==> src/rtl/ddr_fb_pkg.sv <==
// Shared definitions for the framebuffer DDR write path.
//   LANES/PIXEL_W : eight 16-bit pixel lanes per DDR word
//   WORD_W/STRB_W : 128-bit DDR data word with a 16-bit byte strobe
//   WRITE_BUS_W   : write-data FIFO bus width, {data, strb}
//   WORD_ADDR_W   : 128-bit-word address width
package ddr_fb_pkg;

  localparam int unsigned LANES       = 8;
  localparam int unsigned PIXEL_W     = 16;
  localparam int unsigned WORD_W      = 128;
  localparam int unsigned STRB_W      = 16;
  localparam int unsigned WRITE_BUS_W = 144;
  localparam int unsigned WORD_ADDR_W = 27;

  typedef struct packed {
    logic [WORD_W-1:0]      data;
    logic [STRB_W-1:0]      strb;
    logic [WORD_ADDR_W-1:0] addr;
    logic                   last;
  } ddr_write_word_t;

  // Two strobe bits (one pixel = two bytes) for the given lane.
  function automatic logic [STRB_W-1:0] lane_strb(input logic [2:0] lane);
    return STRB_W'(2'b11) << {lane, 1'b0};
  endfunction

  // Data-bit mask covering the given lane.
  function automatic logic [WORD_W-1:0] lane_mask(input logic [2:0] lane);
    return WORD_W'({PIXEL_W{1'b1}}) << {lane, 4'b0000};
  endfunction

endpackage

==> src/rtl/ddr_dual_handshake_reg.sv <==
// Output word register feeding two independent FIFOs (data and address).
// Each side completes its own valid/ready handshake; the word retires in
// the cycle the second handshake happens (or both in the same cycle).
//   clk_in, rst_in : clock, asynchronous active-high reset
//   load           : capture load_word (only honoured while not pending)
//   load_word      : word to present
//   data_ready     : write-data FIFO ready
//   addr_ready     : write-address FIFO ready
//   pending        : a word is held
//   data_valid     : write-data valid
//   addr_valid     : write-address valid
//   word           : held word (stable while pending)
//   retire         : one-cycle pulse when both sides have taken the word
module ddr_dual_handshake_reg
  import ddr_fb_pkg::*;
(
  input  logic            clk_in,
  input  logic            rst_in,
  input  logic            load,
  input  ddr_write_word_t load_word,
  input  logic            data_ready,
  input  logic            addr_ready,
  output logic            pending,
  output logic            data_valid,
  output logic            addr_valid,
  output ddr_write_word_t word,
  output logic            retire
);

  logic pending_q;
  logic data_done_q;
  logic addr_done_q;
  ddr_write_word_t word_q;
  logic data_hs;
  logic addr_hs;

  assign data_valid = pending_q && !data_done_q;
  assign addr_valid = pending_q && !addr_done_q;
  assign data_hs    = data_valid && data_ready;
  assign addr_hs    = addr_valid && addr_ready;
  assign retire     = pending_q && (data_done_q || data_hs) && (addr_done_q || addr_hs);

  assign pending = pending_q;
  assign word    = word_q;

  always_ff @(posedge clk_in or posedge rst_in) begin
    if (rst_in) begin
      pending_q   <= 1'b0;
      data_done_q <= 1'b0;
      addr_done_q <= 1'b0;
      word_q      <= '0;
    end else if (retire) begin
      pending_q   <= 1'b0;
      data_done_q <= 1'b0;
      addr_done_q <= 1'b0;
    end else if (pending_q) begin
      if (data_hs) data_done_q <= 1'b1;
      if (addr_hs) addr_done_q <= 1'b1;
    end else if (load) begin
      pending_q <= 1'b1;
      word_q    <= load_word;
    end
  end

endmodule

==> src/rtl/ddr_write_packer.sv <==
// Pixel-write coalescer. Merges 16-bit pixel writes that land in the same
// 128-bit DDR word into one strobed word and hands it to the DDR wrapper's
// write-data and write-address FIFOs.
//   clk_in, rst_in            : clock, asynchronous active-high reset
//   pixel_valid/ready/addr/data : pixel write request stream
//   flush_in / flush_done_out : end-of-frame flush request / completion pulse
//   data_fifo_*, write_data_out, last_write_out : write-data FIFO side
//   addr_fifo_*, write_addr_out                 : write-address FIFO side
//   words_emitted_out         : count of retired words (wraps)
module ddr_write_packer
  import ddr_fb_pkg::*;
#(
  parameter int unsigned TIMEOUT    = 64,
  parameter int unsigned PIX_ADDR_W = 30
) (
  input  logic                   clk_in,
  input  logic                   rst_in,
  input  logic                   pixel_valid_in,
  output logic                   pixel_ready_out,
  input  logic [PIX_ADDR_W-1:0]  pixel_addr_in,
  input  logic [PIXEL_W-1:0]     pixel_data_in,
  input  logic                   flush_in,
  output logic                   flush_done_out,
  output logic                   data_fifo_valid_out,
  input  logic                   data_fifo_ready_in,
  output logic [WRITE_BUS_W-1:0] write_data_out,
  output logic                   last_write_out,
  output logic                   addr_fifo_valid_out,
  input  logic                   addr_fifo_ready_in,
  output logic [PIX_ADDR_W-4:0]  write_addr_out,
  output logic [31:0]            words_emitted_out
);

  localparam int unsigned WA_W  = PIX_ADDR_W - 3;
  localparam int unsigned CNT_W = $clog2(TIMEOUT);
  localparam logic [CNT_W-1:0] TMO_LAST = CNT_W'(TIMEOUT - 1);

  logic              run_q;
  logic              acc_valid_q;
  logic [WA_W-1:0]   acc_addr_q;
  logic [WORD_W-1:0] acc_data_q;
  logic [STRB_W-1:0] acc_strb_q;
  logic [CNT_W-1:0]  tmo_cnt_q;
  logic              flush_pending_q;
  logic [31:0]       words_q;

  logic              accept;
  logic              hit;
  logic              miss_move;
  logic              flush_move;
  logic              flush_empty;
  logic              tmo_move;
  logic              out_load;
  logic [2:0]        lane;
  logic [WA_W-1:0]   pix_word;
  logic [WORD_W-1:0] lane_data;
  logic [WORD_W-1:0] merged_data;
  logic [STRB_W-1:0] merged_strb;

  logic            out_pending;
  logic            retire;
  ddr_write_word_t load_word;
  ddr_write_word_t out_word;

  assign lane     = pixel_addr_in[2:0];
  assign pix_word = pixel_addr_in[PIX_ADDR_W-1:3];

  // run_q keeps ready low during and immediately out of reset; ready is
  // built from registers only, never from the FIFO readies.
  assign pixel_ready_out = run_q && !out_pending && !flush_pending_q;
  assign accept          = pixel_valid_in && pixel_ready_out;
  assign hit             = acc_valid_q && (acc_addr_q == pix_word);
  assign miss_move       = accept && acc_valid_q && !hit;

  assign flush_move  = flush_pending_q && !out_pending && acc_valid_q;
  assign flush_empty = flush_pending_q && !out_pending && !acc_valid_q;
  // An accept in the same cycle wins: it clears the idle counter.
  assign tmo_move    = acc_valid_q && (tmo_cnt_q == TMO_LAST) && !out_pending &&
                       !flush_pending_q && !accept;
  assign out_load    = miss_move || flush_move || tmo_move;

  assign lane_data = WORD_W'(pixel_data_in) << {lane, 4'b0000};

  always_comb begin
    merged_data = (acc_data_q & ~lane_mask(lane)) | lane_data;
    merged_strb = acc_strb_q | lane_strb(lane);
  end

  always_comb begin
    load_word      = '0;
    load_word.data = acc_data_q;
    load_word.strb = acc_strb_q;
    load_word.addr = WORD_ADDR_W'(acc_addr_q);
    load_word.last = flush_move;
  end

  ddr_dual_handshake_reg u_out (
    .clk_in     (clk_in),
    .rst_in     (rst_in),
    .load       (out_load),
    .load_word  (load_word),
    .data_ready (data_fifo_ready_in),
    .addr_ready (addr_fifo_ready_in),
    .pending    (out_pending),
    .data_valid (data_fifo_valid_out),
    .addr_valid (addr_fifo_valid_out),
    .word       (out_word),
    .retire     (retire)
  );

  assign write_data_out    = {out_word.data, out_word.strb};
  assign write_addr_out    = WA_W'(out_word.addr);
  assign last_write_out    = out_word.last;
  assign words_emitted_out = words_q;
  assign flush_done_out    = flush_empty || (retire && out_word.last);

  always_ff @(posedge clk_in or posedge rst_in) begin
    if (rst_in) begin
      run_q           <= 1'b0;
      acc_valid_q     <= 1'b0;
      acc_addr_q      <= '0;
      acc_data_q      <= '0;
      acc_strb_q      <= '0;
      tmo_cnt_q       <= '0;
      flush_pending_q <= 1'b0;
      words_q         <= '0;
    end else begin
      run_q <= 1'b1;

      if (accept) begin
        acc_valid_q <= 1'b1;
        acc_addr_q  <= pix_word;
        if (hit) begin
          acc_data_q <= merged_data;
          acc_strb_q <= merged_strb;
        end else begin
          acc_data_q <= lane_data;
          acc_strb_q <= lane_strb(lane);
        end
      end else if (flush_move || tmo_move) begin
        acc_valid_q <= 1'b0;
      end

      if (accept || !acc_valid_q) begin
        tmo_cnt_q <= '0;
      end else if (tmo_cnt_q != TMO_LAST) begin
        tmo_cnt_q <= tmo_cnt_q + CNT_W'(1);
      end

      if (flush_done_out) begin
        flush_pending_q <= 1'b0;
      end else if (flush_in) begin
        flush_pending_q <= 1'b1;
      end

      if (retire) words_q <= words_q + 32'd1;
    end
  end

endmodule

==> config.mk <==
export PLATFORM = sky130hd
export DESIGN_NAME = ddr_write_packer
export DESIGN_NICKNAME = d
export VERILOG_FILES = /design/src/rtl/ddr_fb_pkg.sv /design/src/rtl/ddr_dual_handshake_reg.sv /design/src/rtl/ddr_write_packer.sv
export SDC_FILE = /design/constraint.sdc
export NUM_CORES = 1
export LEC_CHECK = 0
export BUFFER_PORTS_ARGS = -buffer_cell sky130_fd_sc_hd__buf_4
export CORE_MARGIN = 4
export CORE_UTILIZATION = 40
export CTS_CLUSTER_DIAMETER = 120
export CTS_CLUSTER_SIZE = 12
export DETAILED_ROUTE_END_ITERATION = 12
export PLACE_DENSITY = 0.66
export SLEW_MARGIN = 5
export SYNTH_ARGS = -nofsm -noshare
export SYNTH_HDL_FRONTEND = slang
export SYNTH_SLANG_ARGS = --single-unit
==> constraint.sdc <==
create_clock -name clk_in -period 12.3 [get_ports clk_in]
set_input_delay 1.845 -clock clk_in [delete_from_list [all_inputs] [get_ports clk_in]]
set_output_delay 1.845 -clock clk_in [all_outputs]
set_load 0.02 [all_outputs]
==> Word level (Yosys, flattened, before mapping) <==
Cells that the tools add are included.
{ "classes": {"n_addsub": 2, "muxes": 17, "n_eq_ne": 3, "n_shift": 3, "reduce_logical": 43, "bitwise_logic": 6} }
{ "op_table": {"columns": ["op", "n"], "rows": [
  ["$and 128x128->128", 1],
  ["$mux 128", 1],
  ["$not 128->128", 1],
  ["$or 128x128->128", 1],
  ["$shl 16x7->128", 1],
  ["$shl 16x7->128 const A", 1],
  ["$add 32x1->32 const B", 1],
  ["$eq 27x27->1", 1],
  ["$logic_and 1x1->1", 20],
  ["$mux 16", 1],
  ["$or 16x16->16", 1],
  ["$shl 2x4->16 const A", 1],
  ["$mux 1", 13],
  ["$mux 6", 2],
  ["$reduce_bool 2->1", 6],
  ["$logic_not 1->1", 7],
  ["$logic_or 1x1->1", 7],
  ["$add 6x1->6 const B", 1],
  ["$eq 6x6->1 const B", 1],
  ["$ne 6x6->1 const B", 1],
  ["$reduce_and 2->1", 2],
  ["$reduce_and 3->1", 1],
  ["$not 1->1", 2]
]} }
{ "word_totals": {"ff_bits": 387, "out_inout_bits": 208, "inputBits": 52, "wordCells": 89} }

==> Depth between registers and ports, before layout <==
{ "logic_depth": {"ltp_word": 11, "mapped_depth": 9, "mapped_depth_nobuf": 6} }

==> Modules after synthesis <==
From an unflattened synthesis, not the netlist that was laid out.
{ "unflattened": {"hier_cells": 1203, "area_unflattened_um2": 16264.3} }
{ "by_module_without_submodules": {"columns": ["mod", "area_each_um2", "cells_each", "seq_area_each_um2", "n_inst"], "rows": [
  ["ddr_write_packer", 9301.4, 823, 5305.1, 1],
  ["ddr_dual_handshake_reg", 6962.9, 380, 4379.2, 1]
]} }

==> Least setup slack after synthesis <==
Ideal clock, no wire load.
{ "synth_path": {"path_type": "input -> output", "start": "input data_fifo_ready_in", "end": "output flush_done_out", "t_arrival_ns": 2.515, "slack_ns": 7.940, "path_stages": 3, "path_buffers": 1, "required_ns": 10.455, "path_cell_list": "o221a_1 > buf_4 > a32o_1"} }
{ "synth_via": {"elab_chain_cells": 6} }
{ "synth_lines": {"columns": ["item", "line", "source"], "rows": [
  ["from (decl)", "ddr_write_packer.sv:25", "input logic data_fifo_ready_in,"],
  ["$logic_and 1x1->1", "ddr_dual_handshake_reg.sv:39", "assign data_hs = data_valid && data_ready;"],
  ["$logic_or 1x1->1", "ddr_dual_handshake_reg.sv:41", "assign retire = pending_q && (data_done_q || data_hs) && (addr_done_q || addr_hs);"],
  ["$logic_and 1x1->1 (2 in series)", "ddr_dual_handshake_reg.sv:41", null],
  ["$logic_and 1x1->1", "ddr_write_packer.sv:115", "assign flush_done_out = flush_empty || (retire && out_word.last);"],
  ["$logic_or 1x1->1", "ddr_write_packer.sv:115", null],
  ["to (decl)", "ddr_write_packer.sv:23", "output logic flush_done_out,"]
]} }
Every way passes these cells.

==> Final worst setup path <==
Same ends and word-level chain as after synthesis.

==> impl_metrics.ini <==
[global_route]
grt_use_total = 0.193
grt_pass1_vias = 10584
grt_start_max_net_pins = 172
grt_antenna_before_repair = 0
gr-total-overflow = 0
grt_pass1_wl_mm = 63.0

[logic_synthesis]
synthTopCellsByCount = 387 x dfrtp_1, 387 x nand2_1, 143 x nand3_1
syn_nets = 1383
syn_area_sq_um = 15400
yosysTopAreaCell = dfrtp_1
synthCells = 1329
ys_seq_elements = 387
yosys-top-cells-area = dfrtp_1 63%, nand2_1 9.4%, mux2_1 6.6%
syn_avg_cell_area_sq_um = 11.6
synth.distinct_cells = 46
synth.top_cell.area_share = 0.630
synth_top_flop_cell = dfrtp_1
ys_async_sr_fraction = 1.00
synth-edff-count = 0
ys_seq_area_frac = 0.630
yosysWarnings = 0

[sta]
clock_skew_ns = 0.0289
worst_hold_slack_ns = 0.467
fin_ws_ns = 7.63
layout_worst_path_cycle_share = 0.379
finalSetupTns_ns = 0
max_freq_mhz = 214
finalCriticalPeriod_ns = 4.67
slew_headroom = 0.202
setup_viol_count_final = 0
slew_viol_final = 0
rsz0062_at_grt = false
hold_viol_final = 0
tightest_slew_ns = 1.19

[drt]
drtAntennaViolNets = 0
via_count = 10544
route.detailed.drc = 0
wire_per_inst_um = 19.4
via_per_inst = 5.08
firstDrtPassIters = 5
drtIter0Drc = 619
wirelength_mm = 40.3

[setup_path]
slowest_stage = o221a_1
worstPathArrival_ns = 2.82
critPathTopFamily = compound AO/OA/AOI/OAI gates
rrSetupSlack_ns = 8.94
crit_chain = buf_4 > o221a_1 > a32o_1 > buf_4
cp_common_cell = buf_4
cp-start-kind = input pin
end_kind = primary output
slowest_delay_ns = 0.39
path_class = in -> out
crit_required_ns = 10.45
critPathMaxFanout = 9
path_buf_inv = 2

[cells_and_area]
nFillCells = 3391
layout.nets = 1618
area_growth_pct = 21.9
final-seq-area_sq_um = 9680
postLayoutCellArea_sq_um = 18700
multi_input_area_sq_um = 5300
instances_no_fill = 2077
diodes = 0
drive_gt1_frac = 0.263

[clocking]
clk_latency_ns = 0.55
cts_max_level = 2
post_cts_buffers = 0
cts.sinks = 387
hold_buffers = 0
cts_root_buf = clkbuf_16
cts_tree = done
numCtsBuffers = 38
clk_pin_slew_ns = 0.05
cts_buffer_depth = 3
cts_resized = 0

[placed_design]
postPlaceCellArea_sq_um = 17700
pre_cts_slack_ns = 7.44
dp.final_hpwl_mm = 25.7
portBuffers = 259
place_inst = 2035
gp_congestion = 0.779

[die]
boundaryPins = 260
rows = 71
die_y_um = 204
die_w_um = 204
initial_utilization = 0.407
coreArea_sq_um = 37800
dieArea_sq_um = 41700

[pwr]
p_seq_frac = 0.433
p_sw_mw = 1.58
ir_worst_vdd_mv = 0.168
power_frac_clock = 0.231
sw_frac_of_total = 0.349
powerDensity_nw_per_um2 = 242
p_leak_nw = 10.0
p_int_mw = 2.95
p_comb_frac = 0.336

[run]
drv_cap = 0

[outcome]
status = complete, no violations

[worst_hold_path]
holdCritPathClass = reg -> reg
worst paths after layout:
kind	start	end	depth (start not counted)
max	data_fifo_ready_in	flush_done_out	4
min	acc_strb_q[1]	acc_strb_q[1]	2
max reg2reg	acc_addr_q[20]	acc_data_q[36]	7
min reg2reg	acc_strb_q[1]	acc_strb_q[1]	2
max in group asynchronous	rst_in	u_out.word[81]	4
min in group asynchronous	rst_in	run_q	2
through the flow:
step | total power, mW | utilization
after floorplan | 2.87 | -
after global placement | 3.49 | 0.469
after detailed placement | 3.53 | 0.469
after CTS | 4.60 | 0.496
after global routing | 4.79 | 0.496
final | 4.54 | 0.496
cells by family after synthesis:
family	after synthesis	synth area share
and+or+nand+nor	609	0.173
DFF	387	0.630
muxes	173	0.127
buffers and inverters	82	0.0275
xor gates and xnor gates	59	0.0336
AOI/OAI and AO/OA	16	0.00814
adders and majority gates	2	0.00163
other	1	0.000244
sequential cells by signal (all words and copies together), names as in the netlist:
| signal | cells |
|---|---|
| u_out.data_done_q | 1 |
| acc_valid_q | 1 |
| acc_addr_q | 27 |
| u_out.addr_done_q | 1 |
| u_out.pending | 1 |
| acc_data_q | 128 |
| acc_strb_q | 16 |
| tmo_cnt_q | 6 |
| flush_pending_q | 1 |
| words_emitted_out | 32 |
| run_q | 1 |
| u_out.word | 172 |
routing by layer:
layer  routed length (um)  vias to the layer above  GRT usage  share of wire
li1                     -                     4863          -              -
met5                    0                        -          0              0
met3                 2050                       55     0.0317          0.051
met2                19400                      264      0.312           0.48
met1                17900                     5362      0.271           0.44
met4                  975                        0     0.0572          0.024
placed cells by master, fill, tap and decap left out, types with 15 or more instances in the layout:
cell type,netlist,routed
nand4_1,15,15
xor2_1,15,15
mux2_1,90,90
mux2_2,82,82
buf_4,1,272
xnor2_1,44,44
nand3_1,143,143
nor2_1,29,29
dfrtp_1,387,387
nand2_1,387,387
clkbuf_16,0,41
cell type report:
cell class / instances / share of cell area
timing repair buffer: 273 / 0.110
multi-input combinational: 860 / 0.283
tap: 511 / 0.0341
sequential: 387 / 0.517
inverter: 4 / 0.00100
clock inverter: 1 / 0.000601
clock buffer: 41 / 0.0547
worst register-to-register path: stages (launching register included):
cell     delay (ns)
dfrtp_1        0.41
xnor2_1        0.18
nand4_1        0.16
nor4_1         0.55
a31o_4         0.63
buf_4          0.96
nand3_1        0.29
nand2_1        0.13
power groups by stage:
stage	Sequential, mW	Clock (mW)	Combinational, mW
after floorplan	2.22	0	0.652
after global placement	1.97	0	1.52
after detailed placement	1.98	0	1.54
after CTS	1.97	1.08	1.55
after global routing	2.02	1.13	1.64
final	1.97	1.05	1.52
Power figures use the tool's default switching activity.
